--- config.mk ---
export PLATFORM = sky130hd
export DESIGN_NAME = imem_loader
export DESIGN_NICKNAME = d
export VERILOG_FILES = /design/src/rtl/mips_pkg.sv /design/src/rtl/imem_loader_byte_packer.sv /design/src/rtl/imem_loader.sv
export SDC_FILE = /design/constraint.sdc
export NUM_CORES = 1
export LEC_CHECK = 0
export CORE_MARGIN = 10
export CORE_UTILIZATION = 30
export DETAILED_ROUTE_END_ITERATION = 8
export DONT_BUFFER_PORTS = 1
export PLACE_DENSITY_LB_ADDON = 0.25
export SYNTH_ARGS = -nofsm -noshare
export SYNTH_HDL_FRONTEND = slang
export SYNTH_SLANG_ARGS = --single-unit
--- constraint.sdc ---
create_clock -name clock -period 1.7 [get_ports clock]
set_input_delay 0.34 -clock clock [delete_from_list [all_inputs] [get_ports clock]]
set_output_delay 0.34 -clock clock [all_outputs]
set_load 0.005 [all_outputs]
--- src/rtl/mips_pkg.sv ---
// Shared fetch-side definitions: text segment base, halt word and the
// instruction-memory loader state encoding.
package mips_pkg;

    localparam logic [31:0] TEXT_BASE = 32'h0040_0000;
    localparam logic [31:0] HALT_WORD = 32'h0000_0000;

    typedef enum logic [2:0] {
        ST_IDLE,
        ST_COLLECT,
        ST_WRITE,
        ST_DONE,
        ST_ERROR
    } ld_state_t;

endpackage

--- src/rtl/imem_loader_byte_packer.sv ---
// Big-endian byte packer: shifts bytes into a 32-bit word and flags the
// acceptance of the fourth byte of each word.
module byte_packer (
    input  logic        clock,
    input  logic        resetn,
    input  logic        clear,
    input  logic        shift_en,
    input  logic [7:0]  in_byte,
    output logic [31:0] word,
    output logic        full
);

    logic [1:0] count;

    always_ff @(posedge clock) begin
        if (!resetn || clear) begin
            word  <= '0;
            count <= '0;
        end else if (shift_en) begin
            word  <= {word[23:0], in_byte};
            count <= count + 2'd1;
        end
    end

    // The counter wraps to zero on its own, so each word starts clean.
    assign full = shift_en && (count == 2'd3);

endmodule

--- src/rtl/imem_loader.sv ---
// Instruction-memory loader: packs a byte stream into words, writes them
// from the text base upward and holds the CPU until the halt word lands.
module imem_loader
    import mips_pkg::*;
#(
    parameter logic [31:0] BASE_ADDR = TEXT_BASE,
    parameter int          DEPTH     = 1024,
    localparam int         CW        = $clog2(DEPTH + 1)
) (
    input  logic          clock,
    input  logic          resetn,
    input  logic          start,
    input  logic          in_valid,
    input  logic [7:0]    in_byte,
    output logic          in_ready,
    output logic          mem_we,
    output logic [31:0]   mem_addr,
    output logic [31:0]   mem_wdata,
    output logic [CW-1:0] word_count,
    output logic          busy,
    output logic          done,
    output logic          overflow,
    output logic          cpu_hold
);

    ld_state_t     state;
    ld_state_t     state_next;
    logic          clear;
    logic          full;
    logic          is_halt;
    logic [31:0]   word;
    logic [31:0]   addr;
    logic [CW-1:0] count_inc;

    byte_packer u_packer (
        .clock    (clock),
        .resetn   (resetn),
        .clear    (clear),
        .shift_en (in_valid && in_ready),
        .in_byte  (in_byte),
        .word     (word),
        .full     (full)
    );

    assign is_halt   = (word == HALT_WORD);
    assign count_inc = word_count + CW'(1);

    always_ff @(posedge clock) begin
        if (!resetn) state <= ST_IDLE;
        else         state <= state_next;
    end

    always_comb begin
        state_next = state;
        clear      = 1'b0;
        unique case (state)
            ST_IDLE, ST_DONE, ST_ERROR: begin
                if (start) begin
                    state_next = ST_COLLECT;
                    clear      = 1'b1;
                end
            end
            ST_COLLECT: begin
                if (full) state_next = ST_WRITE;
            end
            ST_WRITE: begin
                // A full memory leaves no slot for the terminator.
                if (is_halt)                     state_next = ST_DONE;
                else if (count_inc == CW'(DEPTH)) state_next = ST_ERROR;
                else                             state_next = ST_COLLECT;
            end
            default: state_next = ST_IDLE;
        endcase
    end

    always_ff @(posedge clock) begin
        if (!resetn || clear) begin
            addr       <= BASE_ADDR;
            word_count <= '0;
        end else if (state == ST_WRITE && !is_halt) begin
            addr       <= addr + 32'd4;
            word_count <= count_inc;
        end
    end

    assign in_ready  = (state == ST_COLLECT);
    assign mem_we    = (state == ST_WRITE);
    assign mem_addr  = addr;
    assign mem_wdata = word;
    assign busy      = (state == ST_COLLECT) || (state == ST_WRITE);
    assign done      = (state == ST_DONE);
    assign overflow  = (state == ST_ERROR);
    assign cpu_hold  = (state != ST_DONE);

endmodule

Word-level counts from Yosys, hierarchy flattened
Cells that the tools add are included.
Storage, ports and cells
  output and inout bits: 81
  flip-flop bits (word level): 80
  word-level logic and storage cells: 35
  bits of input ports: 12
Operators by class
  add/subtract/negate cells: 3
  mux-type cells: 7
  equal/unequal tests: 9
  reduce and logical (&&, ||, !) cells: 11
Operators by type and width (count)
  $add 32x3->32 const B: 1
  $logic_not 32->1: 1
  $mux 3: 4
  $add 11x1->11 const B: 1
  $eq 11x11->1 const B: 1
  $pmux 3 s3: 1
  $eq 3x2->1 const B: 2
  $eq 3x1->1 const B: 1
  $eq 3x3->1 const B: 1
  $logic_and 1x1->1: 3
  $logic_not 3->1: 1
  $ne 3x2->1 const B: 1
  $reduce_or 3->1: 1
  $add 2x1->2 const B: 1
  $eq 2x2->1 const B: 1
  $logic_not 1->1: 2
  $logic_or 1x1->1: 2
  $mux 1: 2
  $ne 2x1->1 const B: 1
  $ne 2x2->1 const B: 1
  $reduce_and 2->1: 1

Logic depth before layout (Yosys ltp)
  depth after elaboration: 5
  mapped depth: 8
  mapped depth without buffers: 6

By module
A second synthesis with hierarchy kept.
Unflattened totals
  cell total of the unflattened synthesis: 388
  area total of the unflattened synthesis: 3613.5 um2
Modules (own cells, without submodules)
  imem_loader: times used 1, area an instance 2341.0 um2, cells each 275
  byte_packer: times used 1, area an instance 1272.5 um2, cells each 113

Worst setup path after synthesis
No wires, ideal clock.
  path kind: register to register
  from: reg addr[4] (netlist: mem_addr[4])
  to: reg addr[26] (netlist: mem_addr[26])
  data arrival time: 1.784 ns
  data required time: 1.630 ns
  path slack: -0.154 ns
  path buffers: 2
  stages on the path, launching flop included: 8
  clock period less this slack: 1.854 ns
  cell sequence: dfxtp_1 and4_1 buf_4 and3_1 buf_4 o2111ai_4 or4_1 a21oi_1
On the way
  word-level cells in the longest chain between the ends: 1
Ends and longest elaborated chain
  from (decl): RTL line imem_loader.sv:32  | logic [31:0] addr;
  from (signal assigned): RTL line imem_loader.sv:81  | addr <= addr + 32'd4;
  $add 32x3->32: RTL line imem_loader.sv:81
No other way between the ends.
A chain may end at the register's enable or synchronous reset.

Worst setup path after layout
  from: reg addr[16] (netlist: mem_addr[16])
  to: reg addr[31] (netlist: mem_addr[31])
Same word-level chain as after synthesis.

==> flow_summary.ini <==
[floorplan]
io_pins = 93
fp.dieArea_sq_um = 16600
die_h_um = 129
core-area_sq_um = 11500
initial_core_util = 0.308
die_x_um = 129
rows = 39

[grt]
antenna_found_initial = 0
grt_pass1_wl_um = 17500
grt_max_degree = 44
first_global_vias = 3468
globalRouteOverflowTotal = 0
grtUsageTotal = 0.131

[routing]
drt_first_pass_iters = 6
detail-route-antenna-nets = 0
wl_per_cell_um = 16.5
vias = 3607
drc = 0
avgViaCountPerCell = 5.25
wl_um = 11300
first_iter_violations = 170

[outcome]
status = complete, but fails checks
violations = setup timing

[place]
place_hpwl_um = 8230
routabilityCongestion = 0.781
portBuffers = 0

[clock_tree]
cts_made_buffers = 9
tritoncts = yes
clock_path_buffers = 2
cts_root_buffer = clkbuf_16
clock_sinks = 78
htree_levels = 3
clkTransAtPathRegs_ns = 0.06
clk_latency_ns = 0.34
ctsHoldBuffers = 0

[sta]
final-hold-violation-count = 0
fmax_mhz = 569
period_needed_ns = 1.76
hold_slack_ns = 0.101
fin_crit_sh = 1.03
slew_violations = 0
setup_viol = 9
skew_ns = 0.00766
rsz0062_at_grt = true
worst_slack_ns = -0.0579

[yosys]
synth_top_area_cell = dfxtp_1
ys_seq_area_frac = 0.441
synth_warnings = 0
avgSynthCellArea_sq_um = 8.02
synthArstFlopShare = 0
synthTopCellsByCount = nand2_1 (84), dfxtp_1 (78), a21oi_1 (61)
ys_types = 40
synth-seq-cells = 78
synth_most_common_cell = nand2_1
syn_inst = 442
synth.area.top_cells = dfxtp_1 (44%), nand2_1 (8.9%), a21oi_1 (8.6%)
synth_ff_type = dfxtp_1
synth_edf_count = 0
syn-cell-area_sq_um = 3540
synthDominantCellAreaShare = 0.441

[power_and_ir_drop]
sw_frac_of_total = 0.255
switchingPower_uw = 1050
p_leak_uw = 0.00184
combPwrFrac = 0.093
clockPowerShare = 0.458
seq_power_share = 0.449
cellPowerDensity_nw_per_um2 = 817
p_int_uw = 3070
ir_drop_mv = 0.517

[finish]
drive_gt1_frac = 0.349
nNetsFinal = 555
n_antenna_cell = 0
nFillCells = 1145
fin_util = 0.439
syn2layout_area_growth_pct = 42.5

[critical_path]
cp.arrival_ns = 2.03
rr_worst_depth = 6
crit_end = mem_addr[31]
crit_type = reg -> reg
end_kind = register
start_kind = register
path_max_fanout = 7
r2r-start = mem_addr[16]
r2r_end = mem_addr[31]
crit_required_ns = 1.98
r2r_slack_ns = -0.06
crit_start = mem_addr[16]

[hold_path]
hold_path.class = in -> reg
hold_start = resetn

[run]
max_cap_violations = 0
## placed cells by master, fill, tap and decap left out, types with 4 or more instances in the layout
master     count
buf_4        101
and4_4         5
a21oi_1       60
o31ai_1        8
xnor2_1        4
or3_1         17
nand4_1       10
dfxtp_2       24
a31oi_1        4
o21ai_0       21
inv_1         11
o2111ai_1      5
buf_6          8
nor2_1        22
and2_1         4
dfxtp_1       52
nand2_1       83
nand3_1       10
xor2_1        10
nor4_2         9
or4_1          9
clkbuf_16     10
o211ai_1       5
## sequential cells by signal, summed over array words and instances, names as in the netlist
register and count:
u_packer.word 32, mem_addr 30, word_count 11, state 3
u_packer.count 2
## timing repair
item                                    4_1_cts  5_1_grt
pin swaps                                     6        2
endpoints found under the setup margin       46       79
gates cloned                                  0        1
buffers inserted                              1        1
hold endpoints to repair                      0        0
gates resized for setup                      27       46
## worst min-delay path by stage
stage / to / cells after the start
final: state[1] / 2
after global routing: state[1] / 2
after CTS: state[1] / 2
after detailed placement: state[1] / 2
after global placement: u_packer.count[1] / 2
after floorplan: u_packer.count[1] / 2
## worst max-delay path, cell delays in order, from the launching register on
cell       delay [ns]
dfxtp_1          0.33
and4_4           0.26
and4_4           0.25
o2111ai_4        0.13
buf_6            0.16
or4_1            0.41
a21oi_1          0.15
## layer usage
metal  vias to the layer above  routed length (um)  GRT usage
met5                         -                   0          0
met4                         0                 176     0.0508
met3                        14                1140     0.0649
met2                       101                5460      0.215
met1                      1711                4540      0.141
li1                       1781                   -          -
## power groups by stage
stage	logic, uW	registers (uW)	clock network (uW)
2_1_floorplan	191	1900	0
3_3_place_gp	337	1890	0
3_5_place_dp	342	1890	0
4_1_cts	362	1850	1950
5_1_grt	418	1860	2020
6_report	382	1850	1890
## kinds of logic (layout without fill, tap and decap cells)
logic type	after synthesis	count (layout)	share of synthesized area
buf+inv	40	141	0.0480
simple gates	186	186	0.256
mux	3	3	0.00847
fa+ha+maj	4	4	0.0141
xor+xnor	14	14	0.0346
compound gates	116	116	0.197
flops	78	78	0.441
other cells	1	2	0.00106
## layout make-up
type	count	area (sq um)	area share
multi-input cells	325	2020	0.400
flip-flops and latches	78	1600	0.317
repair buffers	112	908	0.180
clock buffers	11	254	0.0503
well taps	143	179	0.0354
inverters	13	50.0	0.00991
clock inverters	5	38.8	0.00768
## per-stage QoR
stage | setup TNS [ns] | instances | worst slack [ns] | instance area [sq um] | power [uW]
final | -0.239 | 687 | -0.0579 | 5050 | 4130
after CTS | -0.959 | 685 | -0.0711 | 4880 | 4160
after detailed placement | -4.13 | 668 | -0.179 | 4480 | 2230
after floorplan | -0.260 | 443 | -0.0472 | 3570 | 2090
after global placement | -5.03 | 668 | -0.213 | 4480 | 2230
after global routing | -4.08 | 687 | -0.153 | 5050 | 4290
Note: power is estimated with default switching activity, not from simulation.
